--- src/rtl/pipe_pkg.sv ---
// Shared types for the integer-pipeline forwarding scoreboard.
package pipe_pkg;

  // Entry fields are sized for the widest supported configuration.
  // Narrower register/latency fields are zero-extended on the way in.
  localparam int FWD_RD_W  = 8;
  localparam int FWD_LAT_W = 4;

  // Select value meaning "read the register file".
  localparam int FWD_RF = 0;

  typedef struct packed {
    logic                 valid;
    logic [FWD_RD_W-1:0]  rd;
    logic                 we;
    logic [FWD_LAT_W-1:0] lat;
  } fwd_entry_t;

  // Bits needed to encode 0 (register file) .. depth (oldest stage).
  function automatic int sel_width(input int depth);
    return (depth < 1) ? 1 : $clog2(depth + 1);
  endfunction

endpackage

--- src/rtl/fwd_match.sv ---
// Priority search for one source operand over the tracked stages.
// The youngest matching producer decides alone: it is forwarded if its
// result is ready, otherwise the operand stalls (no fallback to older ones).
module fwd_match
  import pipe_pkg::*;
#(
  parameter int REG_AW = 5,
  parameter int DEPTH  = 3,
  parameter int SEL_W  = 2
) (
  input  logic                        i_used,
  input  logic [REG_AW-1:0]           i_addr,
  input  fwd_entry_t [DEPTH-1:0]      i_ent,
  output logic [SEL_W-1:0]            o_sel,
  output logic                        o_stall
);

  logic w_found;

  // Scan stage 1 upward; first hit wins and freezes the result.
  always_comb begin
    o_sel   = SEL_W'(FWD_RF);
    o_stall = 1'b0;
    w_found = 1'b0;
    for (int k = 0; k < DEPTH; k++) begin
      if (!w_found && i_used && i_ent[k].valid && i_ent[k].we &&
          (i_ent[k].rd != '0) && (i_ent[k].rd == FWD_RD_W'(i_addr))) begin
        w_found = 1'b1;
        if (int'(i_ent[k].lat) <= k + 1) o_sel   = SEL_W'(k + 1);
        else                              o_stall = 1'b1;
      end
    end
  end

endmodule

--- src/rtl/fwd_scoreboard.sv ---
// Forwarding / hazard controller beside EXE: tracks in-flight destinations
// through DEPTH post-EXE stages, emits per-operand bypass selects, a stall,
// and a saturating stall-cycle counter.
// Supports REG_AW <= 8 and LAT_W <= 4 (entry field widths in pipe_pkg).
module fwd_scoreboard
  import pipe_pkg::*;
#(
  parameter int  REG_AW = 5,
  parameter int  NSRC   = 2,
  parameter int  DEPTH  = 3,
  parameter int  LAT_W  = 2,
  parameter int  CNT_W  = 16,
  localparam int SEL_W  = sel_width(DEPTH)
) (
  input  logic                      i_clk,
  input  logic                      i_rst,
  input  logic                      i_advance,
  input  logic                      i_flush,
  input  logic                      i_ex_valid,
  input  logic [REG_AW-1:0]         i_ex_rd,
  input  logic                      i_ex_we,
  input  logic [LAT_W-1:0]          i_ex_lat,
  input  logic [NSRC-1:0]           i_src_used,
  input  logic [NSRC*REG_AW-1:0]    i_src_addr,
  output logic [NSRC*SEL_W-1:0]     o_fwd_sel,
  output logic                      o_stall,
  output logic [CNT_W-1:0]          o_stall_cnt
);

  // r_ent[0] is stage 1 (EXE/MEM), r_ent[DEPTH-1] is the oldest stage.
  fwd_entry_t [DEPTH-1:0] r_ent;
  fwd_entry_t             w_ins;
  logic [NSRC-1:0]        w_op_stall;
  logic [LAT_W-1:0]       w_ex_lat;
  logic [CNT_W-1:0]       r_cnt;

  // One priority search per source operand.
  for (genvar i = 0; i < NSRC; i++) begin : g_src
    fwd_match #(
      .REG_AW (REG_AW),
      .DEPTH  (DEPTH),
      .SEL_W  (SEL_W)
    ) u_match (
      .i_used  (i_src_used[i]),
      .i_addr  (i_src_addr[i*REG_AW +: REG_AW]),
      .i_ent   (r_ent),
      .o_sel   (o_fwd_sel[i*SEL_W +: SEL_W]),
      .o_stall (w_op_stall[i])
    );
  end

  // A squashed or empty EXE slot never stalls; flush beats a pending stall.
  assign o_stall  = i_ex_valid & ~i_flush & (|w_op_stall);
  assign w_ex_lat = (i_ex_lat == '0) ? LAT_W'(1) : i_ex_lat;

  // Stage-1 insert: a stalled or flushed instruction becomes a bubble.
  always_comb begin
    w_ins       = '0;
    w_ins.valid = i_ex_valid & ~i_flush & ~o_stall;
    w_ins.rd    = FWD_RD_W'(i_ex_rd);
    w_ins.we    = i_ex_we;
    w_ins.lat   = FWD_LAT_W'(w_ex_lat);
  end

  // Entry shift register: moves only when the pipeline advances.
  always_ff @(posedge i_clk) begin
    if (i_rst) begin
      r_ent <= '0;
    end else if (i_advance) begin
      for (int k = DEPTH - 1; k > 0; k--) r_ent[k] <= r_ent[k-1];
      r_ent[0] <= w_ins;
    end
  end

  // Stall-cycle counter: counts advancing stall cycles, saturates at all-ones.
  always_ff @(posedge i_clk) begin
    if (i_rst) begin
      r_cnt <= '0;
    end else if (i_advance && o_stall && (r_cnt != {CNT_W{1'b1}})) begin
      r_cnt <= r_cnt + 1'b1;
    end
  end

  assign o_stall_cnt = r_cnt;

endmodule

--- config.mk ---
export PLATFORM = sky130hd
export DESIGN_NAME = fwd_scoreboard
export DESIGN_NICKNAME = d
export VERILOG_FILES = /design/src/rtl/pipe_pkg.sv /design/src/rtl/fwd_match.sv /design/src/rtl/fwd_scoreboard.sv
export SDC_FILE = /design/constraint.sdc
export NUM_CORES = 1
export LEC_CHECK = 0
export CORE_ASPECT_RATIO = 1.25
export CORE_UTILIZATION = 50
export DETAILED_ROUTE_END_ITERATION = 10
export PLACE_DENSITY = 0.89
export SKIP_LAST_GASP = 1
export SYNTH_ARGS = -nofsm -noshare
export SYNTH_HDL_FRONTEND = slang
export SYNTH_SLANG_ARGS = --single-unit
--- constraint.sdc ---
create_clock -name i_clk -period 3.25 [get_ports i_clk]
set_clock_uncertainty 0.15 [all_clocks]
set_input_delay 0.975 -clock i_clk [delete_from_list [all_inputs] [get_ports i_clk]]
set_output_delay 0.975 -clock i_clk [all_outputs]
set_load 0.005 [all_outputs]
==> run metrics, run 1 <==
Tcrit/Tclk final=111%; CTS tree=yes; first-pass GRT wire length=around 10 mm; CORE AREA=~0.0044 mm2; n_diodes=0; unique cell type count in the Yosys netlist=between 40 and 50; fin worst setup slack=-0.372 ns; worst hold path class=reg -> reg; Post-synth top flop=dfxtp_1; clk buf depth=2; Worst Setup EP=o_stall; Worst-Skew Late Latency=0.31 ns; Pleak=approximately 1.5 nW; detailed placement HPWL=~4.5 mm; top-area cell type share of the netlist area=35.7%; Die Height=just under 80 um; max-cap violations=0; failing checks=setup timing; I/O Buffers=45; Initial Util=between 50% and 60%; pin count of the biggest net entering global routing=27; status=complete, but fails checks; H-tree Lvls=2; number of global-route vias before repair=between 2000 and 2500; Root Driver=clkbuf_8; Ports=46; fmax=276 MHz; critical path's largest stage delay=between 0.5 and 0.6 ns; ranking of synthesized cells by area=dfxtp_1, mux2i_1, xnor2_1; share of layout cells above drive strength 1=33.3%; slew margin rel.=a little over two thirds; Yosys top cell by area=dfxtp_1; flops & latches, synth=41; DR iter-0 viols=145; Fin. Hold Viols=0; nets=approximately 380; commonest non-fill, non-tap cell in the layout=buf_4; xor and xnor area share after synthesis=11.8%; GRT Total Usage=27.8%; Seq/Total Area, Yosys=between 30 and 40%; die area=approximately 0.0049 mm2; worst slack after detailed placement=-1.13 ns; Adder-Cell Fraction of Synth Area=less than 1%; CP Launch Type=input pin; Num CTS Buffers=5; YS warnings=0; post-route minimum period=3.62 ns; fin cells=409; register area=a little over 800 um2; Post-Synth Simple-Gate Area=approximately a quarter; Mapped Area=between 0.002 and 0.0025 mm2; number of routed nets with antenna violations=0; WP data required=roughly 2.1 ns; P per Cell Area=around 310 mW/mm2; worst ir drop on vdd=about 0.23 mV; Layout area overhead=52.9%; CP Max Fanout=2; DRC Markers=0; DR pass1 iterations=4; RSZ-0062 raised after global routing=yes; RR Endpoint=o_stall_cnt[11]$_SDFFE_PP0P_; Multi-input gate area=0.00164 mm2; mux contribution to synthesized area=roughly an eighth; Arrival @ worst endpoint=between 2 and 3 ns; Inst Count DP=a little under 400; Vias=~2300; r2r worst-path depth=9; Synth Area in Compound Gates=a little over an eighth; Hold Buf Count CTS=0; Slowest-stage cell, CP=or4_4; syn_nets=284; most frequent cells in the layout=buf_4, dfxtp_1, nor2_1; Filler Cell Count=~290; Site Rows=27; ys async rst share=0%; gpl congestion=between 0.8 and 0.9; Detailed Route WL=a little over 7 mm; Worst setup startpoint=i_src_addr[9]; largest family of logic cells by synthesized area=simple AND/OR/NAND/NOR gates; initial antenna violation count=0; reg2reg start=r_ent[21]$_SDFFE_PP0P_; worst slew pin tran=0.439 ns; routed vias/inst=around 5.7; # setup viols final=5; Chip Width=62.7 um; FF-to-FF setup slack=~0.26 ns; DR WL/cell=17.4 um; Crit. End Element=output pin; Setup Crit Path Kind=in -> out; EDFF count, synth=0; Gate Count Post-Synth=258; clk slew on worst S/H paths=0.08 ns; Synth Area per Inst=between 8 and 9 um2; Critical Path, Cell by Cell=buf_6 -> xnor2_2 -> nand3_2 -> or4_4 -> a31oi_4 -> nor2_1 -> o21ai_1 -> and3b_1 -> buf_2; total gr overflow=0; fin. max-slew vios=0; CTS Sinks=41; Final Util=between 70% and 80%
## worst max-delay path: cells and delay by family
| family | cells | cell delay, ns |
|---|---|---|
| AOI/OAI and AO/OA | 2 | 0.24 |
| xor gates and xnor gates | 1 | 0.18 |
| buffers and inverters | 2 | 0.22 |
| and+or+nand+nor | 4 | 0.87 |
## power by group
| part | internal, mW | switching (mW) | leakage (nW) |
|---|---|---|---|
| sequential | 0.514 | 0.0134 | 0.333 |
| combinational | 0.106 | 0.0914 | 1.08 |
| clock | 0.155 | 0.200 | 0.0447 |
| total | 0.775 | 0.305 | 1.46 |
## state kept, by name, summed over array words and instances, names as in the netlist
signal and flops:
r_ent 25, o_stall_cnt 16
## how the worst min path moves through the flow
stage                                      from               endpoint  cells past startpoint
after floorplan           r_ent[0]$_SDFFE_PP0P_  r_ent[0]$_SDFFE_PP0P_                      2
after global placement    r_ent[0]$_SDFFE_PP0P_  r_ent[0]$_SDFFE_PP0P_                      2
after detailed placement  r_ent[0]$_SDFFE_PP0P_  r_ent[0]$_SDFFE_PP0P_                      2
after CTS                 r_ent[0]$_SDFFE_PP0P_  r_ent[0]$_SDFFE_PP0P_                      2
after global routing      r_ent[0]$_SDFFE_PP0P_  r_ent[0]$_SDFFE_PP0P_                      2
final                     r_ent[0]$_SDFFE_PP0P_  r_ent[0]$_SDFFE_PP0P_                      2
## stage by stage
step                      total power, mW  area, um2  hold WS, ns  TNS (ns)
final                                1.08       3520        0.332    -0.786
after detailed placement            0.697       3120        0.326    -10.24
after global placement              0.692       3120        0.320     -8.78
after CTS                            1.05       3330        0.333    -0.807
after floorplan                     0.614       2320        0.304         0
after global routing                 1.12       3520        0.388     -1.21
## kinds of logic after synthesis
group / Yosys count
AND/OR/NAND/NOR: 101
adder cells (fa/ha/maj): 1
AO/OA/AOI/OAI: 39
XOR/XNOR: 31
multiplexers: 27
buffers and inverters: 18
flip-flops: 41
## final cells by class
type                       instances  area share, %
multi-input combinational        199           46.7
timing repair buffer              97           24.6
sequential                        41           23.3
tap                               58           2.06
clock buffer                       5           1.96
clock inverter                     3          0.712
inverter                           6          0.641
## synthesized netlist by cell type, drive strengths merged (2+ instances only)
| master | number |
|---|---|
| dfxtp | 41 |
| nor2 | 34 |
| mux2i | 24 |
| xnor2 | 20 |
| nand3 | 13 |
| a21oi | 12 |
| xor2 | 11 |
| nand2 | 10 |
| nor3 | 9 |
| clkbuf | 8 |
| or4 | 8 |
| o31ai | 7 |
| inv | 6 |
| nor4 | 6 |
| o21ai | 6 |
| nor2b | 5 |
| buf | 4 |
| nand4 | 4 |
| or3 | 4 |
| a31oi | 3 |
| and3 | 3 |
| and3b | 3 |
| mux2 | 3 |
| o211a | 2 |
| o211ai | 2 |
| o311ai | 2 |
## layer usage
metal	share of wire [%]	GRT usage, %	vias to the layer above
li1	-	-	1118
met1	37	27.1	1111
met2	55	53.3	82
met3	3.0	4.56	28
met4	5.2	17.2	0
met5	0	0	-
## timing repair
action | 4_1_cts | 5_1_grt
setup buffers | 7 | 4
gates resized for setup | 86 | 35
pin swaps | 25 | 26
cloned | 0 | 0
endpoints found under the setup margin | 18 | 10
Power figures use the tool's default switching activity.
==> run 2: changes to the inputs <==
- clock period: 3.25 -> 3.5 ns (I/O delays scaled with it)
==> run 2 against run 1 <==
The flow still finishes with violations (setup timing). Via count grew 1.4%. Sequential cell count stayed put. Non-clock buffer count decreased by 1. Power fell by 8.2%. Utilization is 2.5 points lower. Register-to-register slack improved by 0.31 ns.
==> run metrics, run 2 (synthesized netlist as in run 1, its figures left out) <==
max-cap violations=0 (unchanged); Clk pwr share=33.1% (+0.2 points); Site Rows=27 (unchanged); RSZ-0062 raised after global routing=yes; Root Driver=clkbuf_8; Crit. End Element=output pin; commonest non-fill, non-tap cell in the layout=buf_4; Inst Count DP=391 (unchanged); worst hold path class=reg -> reg; DRC Markers=0 (unchanged); Final Util=77.0% (-2.5 points); RR Endpoint=o_stall_cnt[13]$_SDFFE_PP0P_; max reg flops=25 (unchanged); n_diodes=0 (unchanged); Psw=276 uW (-9.3%); Fin. Hold Viols=0 (unchanged); GRT Total Usage=28.3% (+0.57 points); Num CTS Buffers=5 (unchanged); clk slew on worst S/H paths=0.08 ns (about the same); Worst setup startpoint=i_src_addr[7]; Tot Pwr=991 uW (-8.2%); Hold WS=0.332 ns (-0.000422 ns); DR pass1 iterations=4 (unchanged); fin cells=408 (-0.24%); Layout area overhead=48.1%; switch share=27.9% (-0.34 points); failing checks=setup timing; slew margin rel.=65.2% (-5.2 points); Vias=2371 (+1.4%); detailed placement HPWL=4.57 mm (+1.0%); Flop pwr share=49.6% (+0.8 points); Pleak=1.40 nW (-4.0%); Detailed Route WL=6.92 mm (-2.7%); fmax=263 MHz; reg2reg start=r_ent[22]$_SDFFE_PP0P_; gpl congestion=0.970 (+13%); Chip Width=62.7 um (unchanged); clk buf depth=2 (unchanged); r2r worst-path depth=8 (-1); DR iter-0 viols=241 (+66%); I/O Buffers=45 (unchanged); routed vias/inst=5.81 (+1.6%); CTS Sinks=41 (unchanged); CP Launch Type=input pin; initial antenna violation count=0 (unchanged); CORE AREA=0.00443 mm2 (unchanged); H-tree Lvls=2 (unchanged); Tcrit/Tclk final=109%; share of layout cells above drive strength 1=30.0% (-3.3 points); worst ir drop on vdd=0.228 mV (+0.29%); Hold Buf Count CTS=0 (unchanged); total gr overflow=0 (unchanged); Ports=46 (unchanged); FF-to-FF setup slack=0.57 ns (+0.31 ns); Int Power=715 uW (-7.8%); number of routed nets with antenna violations=0 (unchanged); first-pass GRT wire length=10.7 mm (+1.8%); Arrival @ worst endpoint=2.60 ns (+0.10 ns); CP Max Fanout=3 (+1); number of global-route vias before repair=2353 (-1.7%); CTS tree=yes; Logic pwr share=17.2% (-1.1 points); post-route minimum period=approximately 3.8 ns; status=complete, but fails checks; P per Cell Area=291 mW/mm2 (-5.2%); Worst Setup EP=o_stall; worst slew pin tran=0.521 ns (+0.0817 ns); fin worst setup slack=-0.303 ns (+0.0693 ns); WP data required=2.30 ns (+0.18 ns); DR WL/cell=17.0 um (-2.4%); fin. max-slew vios=0 (unchanged); die area=0.00488 mm2 (unchanged); Die Height=77.8 um (unchanged); largest reg by FF count=r_ent; pin count of the biggest net entering global routing=27 (unchanged); Setup Crit Path Kind=in -> out; Initial Util=52.0% (unchanged); Worst-Skew Late Latency=0.31 ns (about the same); nets=375 (-0.27%); most frequent cells in the layout=buf_4, dfxtp_1, nor2_1; # setup viols final=5 (unchanged)
[run 2: final cells by class]
type	instances	area, um2
Sequential cell	41	821
Inverter	6	22.5
Clock buffer	5	68.8
Multi-Input combinational cell	199	1540
Fill cell	281	1020
Timing Repair Buffer	96	852
Clock inverter	3	25.0
Tap cell	58	72.6
[run 2: critical path, stage by stage]
cell and delay (ns):
buf_6 0.10, buf_4 0.15, xnor2_2 0.19, nand4_1 0.15, nor3_2 0.18, buf_4 0.15, buf_6 0.09, a31oi_4 0.08
nor2_2 0.11, o21ai_1 0.06, and3b_1 0.17, buf_2 0.12
[run 2: how the worst min path moves through the flow]
stage,from,end,slack (ns),cells after the start
detailed placement,r_ent[0]$_SDFFE_PP0P_,r_ent[0]$_SDFFE_PP0P_,0.32,2
finish,r_ent[0]$_SDFFE_PP0P_,r_ent[0]$_SDFFE_PP0P_,0.33,2
floorplan,r_ent[0]$_SDFFE_PP0P_,r_ent[0]$_SDFFE_PP0P_,0.30,2
global route,o_stall_cnt[8]$_SDFFE_PP0P_,o_stall_cnt[8]$_SDFFE_PP0P_,0.37,2
global placement,r_ent[0]$_SDFFE_PP0P_,r_ent[0]$_SDFFE_PP0P_,0.32,2
CTS,r_ent[0]$_SDFFE_PP0P_,r_ent[0]$_SDFFE_PP0P_,0.33,2
[run 2: per-layer routing]
metal	wire length (um)	vias to the layer above	global-route usage [%]
met1	2490	1133	28.2
met4	432	0	16.0
li1	-	1110	-
met5	0	-	0
met2	3730	92	53.8
met3	263	36	5.59
[run 2: stage by stage]
stage / worst slack, ns / TNS (ns) / area [um2]
final: -0.303 / -1.07 / 3410
after global routing: -0.393 / -1.35 / 3410
after CTS: -0.218 / -0.469 / 3320
after detailed placement: -1.13 / -9.11 / 3080
after global placement: -1.00 / -7.03 / 3080
after floorplan: 0.0621 / 0 / 2300
[run 2: power by group through the flow]
stage          sequential (mW)  combinational [mW]  clock, mW
2_1_floorplan            0.499              0.0703          0
3_3_place_gp             0.501               0.139          0
3_5_place_dp             0.501               0.144          0
4_1_cts                  0.491               0.154      0.332
5_1_grt                  0.493               0.181      0.355
6_report                 0.492               0.171      0.328
[run 2: repair_timing]
item	4_1_cts	5_1_grt
pin swaps	20	18
resized for setup	84	22
endpoints found under the setup margin	11	5
buffers inserted	8	3
==> run 3: changes to the inputs <==
- CORE_UTILIZATION: 50 -> 45
- PLACE_DENSITY: 0.89 -> 0.82
==> run 3 against run 2 <==
The flow still finishes with violations (setup timing). Largest cell class unchanged. Sequential power is essentially flat. Sequential share of layout area shrank 0.25 points. First-iteration DRC count shrank 34%. Hold slack gained 0.0094 ns. Largest power group unchanged. Register-to-register slack lost 0.08 ns. Wire length grew 1.1%. Via count grew 0.13%. Highest routed layer unchanged. Clock power shrank 5%. Cell area grew 1.1%. Sequential cell count is the same.
==> run metrics, run 3 (synthesized netlist as in run 1, its figures left out) <==
Arrival @ worst endpoint=2.61 ns (about the same); number of routed nets with antenna violations=0 (unchanged); Filler Cell Count=366 (+30%); H-tree Lvls=2 (unchanged); I/O Buffers=45 (unchanged); Initial Util=47.6% (-4.4 points); # setup viols final=5 (unchanged); Inst Count DP=393 (+0.51%); Psw=271 uW (-2.1%); setup TNS=-0.787 ns (+0.278 ns); slew margin rel.=42.0% (-23 points); commonest non-fill, non-tap cell in the layout=buf_4; max-cap violations=0 (unchanged); largest reg by FF count=r_ent; fin worst setup slack=-0.310 ns (-0.00738 ns); worst ir drop on vdd=0.206 mV (-9.7%); routed vias/inst=5.73 (-1.3%); Tcrit/Tclk final=109% (+0.21 points); Logic pwr share=17.8% (+0.6 points); Vias=2374 (+0.13%); DR WL/cell=16.9 um (-0.35%); nets=379 (+1.1%); GRT Total Usage=26.4% (-2.0 points); share of layout cells above drive strength 1=32.8% (+2.8 points); Area after DPL=0.00308 mm2 (about the same); switch share=27.6% (-0.28 points); Hold WS=0.341 ns (+0.00936 ns); post-route minimum period=3.81 ns (+0.00738 ns); CORE AREA=0.00483 mm2 (+9.2%); total gr overflow=0 (unchanged); P per Cell Area=285 mW/mm2 (-2.2%); status=complete, but fails checks; Clk pwr share=32.0% (-1.1 points); Pleak=1.45 nW (+3.4%); DR iter-0 viols=158 (-34%); Root Driver=clkbuf_8; RSZ-0062 raised after global routing=yes; Int Power=709 uW (-0.74%); Final Util=71.2% (-5.8 points); Ports=46 (unchanged); Flop pwr share=50.2% (+0.6 points); pin count of the biggest net entering global routing=27 (unchanged); worst hold path class=reg -> reg; detailed placement HPWL=4.44 mm (-3.0%); clk slew on worst S/H paths=0.08 ns (about the same); WHS Path Cells=2 (unchanged); Fin. Hold Viols=0 (unchanged); r2r worst-path depth=11 (+3); first-pass GRT wire length=10.7 mm (-0.20%); Worst Min Path Start=r_ent[0]$_SDFFE_PP0P_; WP data required=2.30 ns (about the same); worst slack after detailed placement=-1.08 ns (+0.0512 ns); n_diodes=0 (unchanged); fin area=0.00344 mm2 (+1.1%); die area=0.00540 mm2 (+11%); CP Max Fanout=2 (-1); Tot Pwr=980 uW (-1.1%); failing checks=setup timing; most frequent cells in the layout=buf_4, dfxtp_1, nor2_1; Setup Crit Path Kind=in -> out; DRC Markers=0 (unchanged); Chip Width=65.9 um (+5.2%); number of global-route vias before repair=2318 (-1.5%); fmax=262 MHz (-0.19%); Num CTS Buffers=5 (unchanged); Worst setup startpoint=i_src_addr[8]; CP Launch Type=input pin; Detailed Route WL=7.00 mm (+1.1%); Layout area overhead=49.7%; Site Rows=28 (+3.7%); CTS tree=yes; clk buf depth=2 (unchanged); worst slew pin tran=0.868 ns (+0.346 ns); Crit. End Element=output pin; Worst-Skew Late Latency=0.31 ns (about the same); fin cells=414 (+1.5%); reg2reg start=r_ent[22]$_SDFFE_PP0P_; fin. max-slew vios=0 (unchanged); CTS Sinks=41 (unchanged); Die Height=81.9 um (+5.3%); max reg flops=25 (unchanged); DR pass1 iterations=5 (+1); initial antenna violation count=0 (unchanged); gpl congestion=0.942 (-2.9%)
## run 3: changes by cell type in the layout (fill, tap and decap cells not counted), moves of 2 or more
cell / delta
buf_4: +9
buf_6: -4
clkinv_2: +2
nor3_1: -2
xnor2_1: -5
xnor2_2: +5
## run 3: power by group through the flow
stage	logic [mW]	clock network (mW)	registers, mW
after global placement	0.140	0	0.500
after detailed placement	0.143	0	0.500
after CTS	0.154	0.317	0.490
final	0.175	0.313	0.492
after floorplan	0.0703	0	0.499
after global routing	0.186	0.337	0.493
## run 3: final timing paths
path	slack [ns]	end
max	-0.31	o_stall
min reg2reg	0.34	r_ent[0]$_SDFFE_PP0P_
min	0.34	r_ent[0]$_SDFFE_PP0P_
max reg2reg	0.49	o_stall_cnt[15]$_SDFFE_PP0P_
## run 3: timing repair
item	CTS	global route
endpoints found under the hold margin	0	0
hold buffers	0	0
setup buffers	12	2
pin swaps	27	9
setup endpoints to repair	11	7
resized for setup	86	20
## run 3: worst max-delay path, cell delays in order
cell	delay [ns]
buf_6	0.10
xnor2_1	0.20
nand3_1	0.16
or4_4	0.48
a31oi_4	0.19
nor2_2	0.06
o21ai_1	0.09
and3b_1	0.18
buf_2	0.11
## run 3: layout make-up
cell class	count	area [um2]	share of cell area (%)
multi-input cells	199	1580	46.0
repair buffers	100	855	24.8
flip-flops and latches	41	821	23.8
well taps	60	75.1	2.18
clock buffers	5	68.8	2.00
inverters	6	22.5	0.654
clock inverters	3	17.5	0.509
## run 3: metal layers
metal / vias up / global-route usage (%) / wire length (um)
met4: 0 / 17.4 / 300
met2: 106 / 47.1 / 3750
li1: 1118 / - / -
met5: - / 0 / 0
met1: 1122 / 27.5 / 2610
met3: 28 / 5.56 / 339
